--- src/rtl/crack_sched_if.sv ---
// ============================================================================
//  Module      : crack_sched_if
//  Description : Bundles the signals between the crack_sched key-search
//                scheduler and its environment: host start/result
//                handshake, the per-worker launch/status/key lines, the
//                plaintext copy port shared by all workers and the output
//                memory write port.
//  Ports       : master modport - scheduler side (drives rdy, key, key_valid,
//                w_en, w_start_key, w_key_inc, w_pt_addr, w_pt_wren, out_*)
//                slave modport  - environment side (drives en, w_rdy,
//                w_key_valid, w_key, w_pt_rddata)
//  Revision    : 1.0 - initial release
// ============================================================================
`default_nettype none

interface crack_sched_if #(
    parameter int NWORK = 2
);
    logic                  en;
    logic                  rdy;
    logic [23:0]           key;
    logic                  key_valid;
    logic [NWORK-1:0]      w_en;
    logic [NWORK-1:0]      w_rdy;
    logic [NWORK-1:0]      w_key_valid;
    logic [24*NWORK-1:0]   w_key;
    logic [24*NWORK-1:0]   w_start_key;
    logic [23:0]           w_key_inc;
    logic [7:0]            w_pt_addr;
    logic                  w_pt_wren;
    logic [8*NWORK-1:0]    w_pt_rddata;
    logic [7:0]            out_addr;
    logic [7:0]            out_wrdata;
    logic                  out_wren;

    modport master (
        input  en, w_rdy, w_key_valid, w_key, w_pt_rddata,
        output rdy, key, key_valid, w_en, w_start_key, w_key_inc,
               w_pt_addr, w_pt_wren, out_addr, out_wrdata, out_wren
    );

    modport slave (
        output en, w_rdy, w_key_valid, w_key, w_pt_rddata,
        input  rdy, key, key_valid, w_en, w_start_key, w_key_inc,
               w_pt_addr, w_pt_wren, out_addr, out_wrdata, out_wren
    );
endinterface

`default_nettype wire

--- src/rtl/crack_sched.sv ---
// ============================================================================
//  Module      : crack_sched
//  Description : Scheduler for a parallel ARC4 key search. Worker i searches
//                keys i, i+NWORK, i+2*NWORK, ... All workers are launched
//                together; the first worker to report a valid key (lowest
//                index on a tie) wins, and its length-prefixed plaintext
//                pt[0..pt[0]] is copied into the shared output memory.
//  Ports       : clk, rst_n (synchronous, active-low)
//                bus (crack_sched_if.master):
//                  en/rdy          host start handshake
//                  key/key_valid   search result
//                  w_en/w_rdy/w_key_valid/w_key  worker control and status
//                  w_start_key/w_key_inc         constant key partitioning
//                  w_pt_addr/w_pt_wren/w_pt_rddata  worker plaintext read
//                  out_addr/out_wrdata/out_wren     output memory write
//  Revision    : 1.0 - initial release
// ============================================================================
`default_nettype none

module crack_sched #(
    parameter int NWORK = 2
) (
    input  logic            clk,
    input  logic            rst_n,
    crack_sched_if.master   bus
);

    localparam logic [23:0] c_key_none = 24'hFFFFFF;

    typedef enum logic [2:0] {
        S_IDLE   = 3'd0,
        S_LAUNCH = 3'd1,
        S_ARM    = 3'd2,
        S_WAIT   = 3'd3,
        S_COPY   = 3'd4
    } state_t;

    state_t             r_state;
    state_t             w_state_nxt;
    logic               w_launch;

    logic [23:0]        r_key;
    logic               r_key_valid;
    logic [3:0]         r_win;
    logic [7:0]         r_addr;
    logic [7:0]         r_len;
    logic [7:0]         r_out_addr;
    logic               r_out_wren;

    logic [NWORK-1:0]   w_hit;
    logic               w_any_hit;
    logic               w_all_done;
    logic [3:0]         w_win_idx;
    logic [23:0]        w_win_key;
    logic [7:0]         w_rd;
    logic [7:0]         w_len;
    logic               w_last;

    // ------------------------------------------------------------------
    // Worker status decode: a worker is done when its rdy is high; the
    // winner is the lowest-indexed done worker holding a valid key.
    // Scanning downward lets the lowest index overwrite higher ones.
    // ------------------------------------------------------------------
    always_comb begin
        w_hit      = bus.w_rdy & bus.w_key_valid;
        w_any_hit  = |w_hit;
        w_all_done = &bus.w_rdy;
        w_win_idx  = '0;
        w_win_key  = '0;
        for (int i = NWORK - 1; i >= 0; i--) begin
            if (w_hit[i]) begin
                w_win_idx = 4'(i);
                w_win_key = bus.w_key[24*i +: 24];
            end
        end
    end

    // Read-data mux from the latched winner's plaintext port.
    always_comb begin
        w_rd = '0;
        for (int i = 0; i < NWORK; i++) begin
            if (r_win == 4'(i)) begin
                w_rd = bus.w_pt_rddata[8*i +: 8];
            end
        end
    end

    // The length byte arrives with the write to address 0, so it is taken
    // straight from the read port on that cycle and from r_len afterwards.
    // This lets an L=0 copy terminate after its single write.
    assign w_len  = (r_out_addr == 8'd0) ? w_rd : r_len;
    assign w_last = r_out_wren && (r_out_addr == w_len);

    // ------------------------------------------------------------------
    // FSM
    // ------------------------------------------------------------------
    always_ff @(posedge clk) begin
        if (!rst_n) begin
            r_state <= S_IDLE;
        end else begin
            r_state <= w_state_nxt;
        end
    end

    always_comb begin
        w_state_nxt = r_state;
        w_launch    = 1'b0;
        case (r_state)
            S_IDLE: begin
                if (bus.en) begin
                    w_state_nxt = S_LAUNCH;
                end
            end
            S_LAUNCH: begin
                if (w_all_done) begin
                    w_launch    = 1'b1;
                    w_state_nxt = S_ARM;
                end
            end
            // Workers only drop rdy the cycle after their start pulse, so
            // w_rdy is not trusted on this cycle.
            S_ARM: begin
                w_state_nxt = S_WAIT;
            end
            S_WAIT: begin
                if (w_any_hit) begin
                    w_state_nxt = S_COPY;
                end else if (w_all_done) begin
                    w_state_nxt = S_IDLE;
                end
            end
            S_COPY: begin
                if (w_last) begin
                    w_state_nxt = S_IDLE;
                end
            end
            default: begin
                w_state_nxt = S_IDLE;
            end
        endcase
    end

    // ------------------------------------------------------------------
    // Result and copy datapath
    // ------------------------------------------------------------------
    always_ff @(posedge clk) begin
        if (!rst_n) begin
            r_key       <= '0;
            r_key_valid <= 1'b0;
            r_win       <= '0;
            r_addr      <= '0;
            r_len       <= '0;
            r_out_addr  <= '0;
            r_out_wren  <= 1'b0;
        end else begin
            case (r_state)
                S_IDLE: begin
                    if (bus.en) begin
                        r_key_valid <= 1'b0;
                    end
                end
                S_WAIT: begin
                    if (w_any_hit) begin
                        r_key <= w_win_key;
                        r_win <= w_win_idx;
                    end else if (w_all_done) begin
                        r_key       <= c_key_none;
                        r_key_valid <= 1'b0;
                    end
                end
                S_COPY: begin
                    if (r_out_wren && (r_out_addr == 8'd0)) begin
                        r_len <= w_rd;
                    end
                    // The write register trails the read address by one
                    // cycle; completion is decided on the write side so the
                    // 8-bit read counter may roll over after address 255
                    // without affecting the final write.
                    if (w_last) begin
                        r_out_wren  <= 1'b0;
                        r_out_addr  <= '0;
                        r_addr      <= '0;
                        r_key_valid <= 1'b1;
                    end else begin
                        r_out_wren  <= 1'b1;
                        r_out_addr  <= r_addr;
                        r_addr      <= r_addr + 8'd1;
                    end
                end
                default: begin
                end
            endcase
        end
    end

    // ------------------------------------------------------------------
    // Outputs
    // ------------------------------------------------------------------
    assign bus.rdy        = (r_state == S_IDLE);
    assign bus.key        = r_key;
    assign bus.key_valid  = r_key_valid;
    assign bus.w_en       = {NWORK{w_launch}};
    assign bus.w_key_inc  = 24'(NWORK);
    assign bus.w_pt_addr  = r_addr;
    assign bus.w_pt_wren  = 1'b0;
    assign bus.out_addr   = r_out_addr;
    // Write data is the worker's registered read port, passed through while
    // a write is in flight and held at zero otherwise.
    assign bus.out_wrdata = r_out_wren ? w_rd : 8'h00;
    assign bus.out_wren   = r_out_wren;

    for (genvar gi = 0; gi < NWORK; gi++) begin : g_start_key
        assign bus.w_start_key[24*gi +: 24] = 24'(gi);
    end

endmodule

`default_nettype wire
--- src/flat_wrapper.sv ---
// flat-port wrapper written by rule: the top's interface ports become plain ports
module crack_sched_flat 
#(
    parameter int NWORK = 2
)
  (clk, rst_n, bus_en, bus_w_rdy, bus_w_key_valid, bus_w_key, bus_w_pt_rddata, bus_rdy, bus_key, bus_key_valid, bus_w_en, bus_w_start_key, bus_w_key_inc, bus_w_pt_addr, bus_w_pt_wren, bus_out_addr, bus_out_wrdata, bus_out_wren);
  crack_sched_if #(.NWORK(NWORK)) bus_i ();
  input  logic clk;
  input  logic rst_n;
  input wire logic [$bits(bus_i.en)-1:0] bus_en;
  input wire logic [$bits(bus_i.w_rdy)-1:0] bus_w_rdy;
  input wire logic [$bits(bus_i.w_key_valid)-1:0] bus_w_key_valid;
  input wire logic [$bits(bus_i.w_key)-1:0] bus_w_key;
  input wire logic [$bits(bus_i.w_pt_rddata)-1:0] bus_w_pt_rddata;
  output wire logic [$bits(bus_i.rdy)-1:0] bus_rdy;
  output wire logic [$bits(bus_i.key)-1:0] bus_key;
  output wire logic [$bits(bus_i.key_valid)-1:0] bus_key_valid;
  output wire logic [$bits(bus_i.w_en)-1:0] bus_w_en;
  output wire logic [$bits(bus_i.w_start_key)-1:0] bus_w_start_key;
  output wire logic [$bits(bus_i.w_key_inc)-1:0] bus_w_key_inc;
  output wire logic [$bits(bus_i.w_pt_addr)-1:0] bus_w_pt_addr;
  output wire logic [$bits(bus_i.w_pt_wren)-1:0] bus_w_pt_wren;
  output wire logic [$bits(bus_i.out_addr)-1:0] bus_out_addr;
  output wire logic [$bits(bus_i.out_wrdata)-1:0] bus_out_wrdata;
  output wire logic [$bits(bus_i.out_wren)-1:0] bus_out_wren;
  assign bus_i.en = bus_en;
  assign bus_i.w_rdy = bus_w_rdy;
  assign bus_i.w_key_valid = bus_w_key_valid;
  assign bus_i.w_key = bus_w_key;
  assign bus_i.w_pt_rddata = bus_w_pt_rddata;
  assign bus_rdy = bus_i.rdy;
  assign bus_key = bus_i.key;
  assign bus_key_valid = bus_i.key_valid;
  assign bus_w_en = bus_i.w_en;
  assign bus_w_start_key = bus_i.w_start_key;
  assign bus_w_key_inc = bus_i.w_key_inc;
  assign bus_w_pt_addr = bus_i.w_pt_addr;
  assign bus_w_pt_wren = bus_i.w_pt_wren;
  assign bus_out_addr = bus_i.out_addr;
  assign bus_out_wrdata = bus_i.out_wrdata;
  assign bus_out_wren = bus_i.out_wren;
  crack_sched #(.NWORK(NWORK)) u_core (.clk(clk), .rst_n(rst_n), .bus(bus_i));
endmodule
--- config.mk ---
export PLATFORM = sky130hd
export DESIGN_NAME = crack_sched_flat
export DESIGN_NICKNAME = d
export VERILOG_FILES = /design/src/rtl/crack_sched_if.sv /design/src/rtl/crack_sched.sv /design/src/flat_wrapper.sv
export SDC_FILE = /design/constraint.sdc
export NUM_CORES = 1
export LEC_CHECK = 0
export BUFFER_PORTS_ARGS = -buffer_cell sky130_fd_sc_hd__buf_2
export CORE_ASPECT_RATIO = 1.5
export CORE_UTILIZATION = 48
export DETAILED_ROUTE_END_ITERATION = 10
export HOLD_SLACK_MARGIN = 0.03
export PLACE_DENSITY = 0.89
export SYNTH_ARGS = -nofsm -noshare
export SYNTH_HDL_FRONTEND = slang
export SYNTH_SLANG_ARGS = --single-unit
--- constraint.sdc ---
create_clock -name clk -period 5.5 [get_ports clk]
set_input_delay 0.825 -clock clk [delete_from_list [all_inputs] [get_ports clk]]
set_output_delay 0.825 -clock clk [all_outputs]
set_load 0.01 [all_outputs]
==> metrics.md <==
| Metric | Value |
|---|---|
| Status | `finished with violations` |
| Failing checks | `design-rule violations` |
| Finish-stage setup viols | `0` |
| Worst-Margin Slew | `0.9528 ns` |
| Detailed Place HPWL | `5.757 mm` |
| WP data arrival | `3.11 ns` |
| Post-CTS Setup Inserts | `0` |
| Slowest-stage cell, CP | `nand3_1` |
| Share of layout cells above drive strength 1 | `30.94%` |
| Hold/Removal Path Class | `flip-flop to flip-flop` |
| Synth cell types | `52` |
| Synth Register Bits | `54` |
| Total number of vias | `3013` |
| Post-CTS Hold Buffers | `0` |
| IR drop worst, VDD | `0.0001936 V` |
| Async set-reset flop share out of synthesis | `0%` |
| Max Fanout on Critical Path | `29` |
| Post-Route WL | `7.656 mm` |
| I/O Pins | `197` |
| EDFF count, synth | `0` |
| Vias in the first global route | `2752` |
| Multi-input gate area | `1854 um2` |
| Yosys warnings | `0` |
| Grt ovf | `0` |
| First-pass GRT wire length | `12.41 mm` |
| Critical path, cell by cell | `buf_2, nand2_1, nand3_1, o221ai_1, a21boi_0` |
| Max Transition Viols Final | `0` |
| Post-synthesis sequential area ratio | `31.98%` |
| Synth top cells by count | `75 x buf_4, 54 x dfxtp_1, 36 x nand2_1` |
| Pwr/cell area | `201.4 nW/um2` |
| Layout area overhead | `12.47%` |
| MaxCap Viol Count | `0` |
| Final hold vios | `0` |
| Htree depth | `2` |
| Cells after synthesis | `398` |
| Final Cycle Share | `53.12%` |
| Initial antenna violation count | `0` |
| Detailed-route DRC error count | `36` |
| Most common cell in the netlist | `buf_4` |
| Num CTS Buffers | `5` |
| Starting density of the core | `49.34%` |
| Avg Inst Size Synth | `8.494 um2` |
| Fin Setup TNS | `0 ns` |
| Worst slew margin | `36.33%` |
| WL/cell | `13.22 um` |
| CTS root buf | `clkbuf_8` |
| Num Clock Sinks | `54` |
| Largest net degree at the start of global routing | `65` |
| # fillers | `625` |
| Longest Clk Path Bufs | `2` |
| Final Critical Period | `2.922 ns` |
| Initial drt markers | `168` |
| Clk_lat worst skew | `0.31 ns` |
| WP data required | `5.69 ns` |
| Setup crit end kind | `flip-flop` |
| Most used DFF post-synth | `dfxtp_1` |
| Max Clock Freq | `0.3423 GHz` |
| Worst hold margin | `0.4669 ns` |
| Core area | `6852 um2` |
| Chip width | `70.53 um` |
| First-pass detailed-route iteration total | `7` |
| # diodes | `0` |
| Routability Congestion | `0.8908` |
| Pleak | `1.704 nW` |
| CP max stage delay | `0.87 ns` |
| CTS tree | `yes` |
| Unrepaired setup endpoints after global routing | `false` |
| Yosys top cell area share | `31.98%` |
| Die Y | `104.8 um` |
| Yosys top cell by area | `dfxtp_1` |
| Port-buffer cells | `123` |
| Global Route Usage Sum | `20.68%` |
| Mapped cell area | `3381 um2` |
| Crit Path Class | `input port to flip-flop` |
| Antenna-violating nets left | `0` |
| Post-cts resize count | `0` |
| Drt via density | `5.204` |
| Clock slew at reported path FFs | `0.09 ns` |
| Sequential cell area | `1081 um2` |
| Synth top area cells | `dfxtp_1 32%, buf_4 17%, o221ai_1 6.2%` |
| Startpoint types | `input port` |
| Layout net count | `573` |
| Die area | `7390 um2` |
| Final Skew | `0.007122 ns` |
| Std-Cell Rows | `37` |
-- report_power, final --
group / total, mW / internal, mW / switching, mW
logic: 0.0937 / 0.0340 / 0.0597
clock network: 0.273 / 0.146 / 0.127
registers: 0.400 / 0.395 / 0.00473
-- worst max-delay path, delay by kind of cell --
kind / cells / cell delay [ns]
AOI/OAI and AO/OA: 2 / 0.59
buffers and inverters: 1 / 0.12
and+or+nand+nor: 2 / 1.57
-- state kept, by name, indices dropped and copies added (netlist names) --
signal                cells
u_core.bus.key           24
u_core.bus.out_addr       8
u_core.bus.w_pt_addr      8
u_core.r_len              8
u_core.r_state            3
u_core.bus.key_valid      1
u_core.bus.out_wren       1
u_core.r_win              1
-- per-stage QoR --
step                instance area (um2)  setup WS (ns)  instances  utilization [%]  power, mW
finish                             3802          2.578        579            55.50     0.7659
global route                       3802          2.320        579            55.50     0.7948
CTS                                3802          2.611        579            55.50     0.7742
detailed placement                 3690          2.283        572            53.85     0.5010
global placement                   3690          2.402        572            53.85     0.4995
floorplan                          3647          3.397        469                -     0.5035
-- per-layer routing --
layer	wire length (um)	global-route usage, %	vias to the layer above
li1	-	-	1466
met2	4039	38.83	170
met3	634	4.629	8
met5	0	0	-
met4	104	6.997	0
met1	2878	22.28	1369
-- layout by cell type (no fill, tap or decap), types with 4 or more instances in the layout --
| master | instances |
|---|---|
| a21oi_1 | 13 |
| buf_2 | 123 |
| nand2_1 | 36 |
| nor2_1 | 14 |
| nor4b_1 | 4 |
| nand2b_1 | 6 |
| nor3_1 | 7 |
| nor2b_1 | 17 |
| o21ai_0 | 10 |
| clkbuf_8 | 6 |
| dfxtp_1 | 54 |
| o221ai_1 | 24 |
| conb_1 | 73 |
| inv_1 | 7 |
| nand3_1 | 23 |
| o22ai_1 | 5 |
| o21ai_2 | 5 |
| mux2i_1 | 8 |
| a21boi_0 | 24 |
-- path summary, 6_finish.rpt --
kind	from	to	slack, ns	cells after the start
min	u_core.bus.key[14]	u_core.bus.key[14]	0.47	2
max	bus_w_rdy[0]	u_core.bus.key[4]	2.58	5
max reg2reg	u_core.r_win[0]	u_core.r_state[2]	3.05	6
min reg2reg	u_core.bus.key[14]	u_core.bus.key[14]	0.47	2
-- layout make-up --
class / count / share of cell area, %
Tap cell: 78 / 2.567
Inverter: 7 / 0.6910
Clock inverter: 1 / 0.7897
Timing Repair Buffer: 125 / 16.58
Sequential cell: 54 / 28.43
Clock buffer: 6 / 2.172
Multi-Input combinational cell: 308 / 48.77
-- kinds of logic (layout without fill, tap and decap cells) --
logic type,count (synthesis),in the layout,synth area share [%]
and+or+nand+nor,124,124,20.06
buffers and inverters,107,139,21.06
AOI/OAI and AO/OA,98,98,22.50
DFF,54,54,31.98
muxes,9,9,3.035
xor gates and xnor gates,3,3,0.7773
other,2,73,0.2221
adders and majority gates,1,1,0.3700
Power figures use the tool's default switching activity.
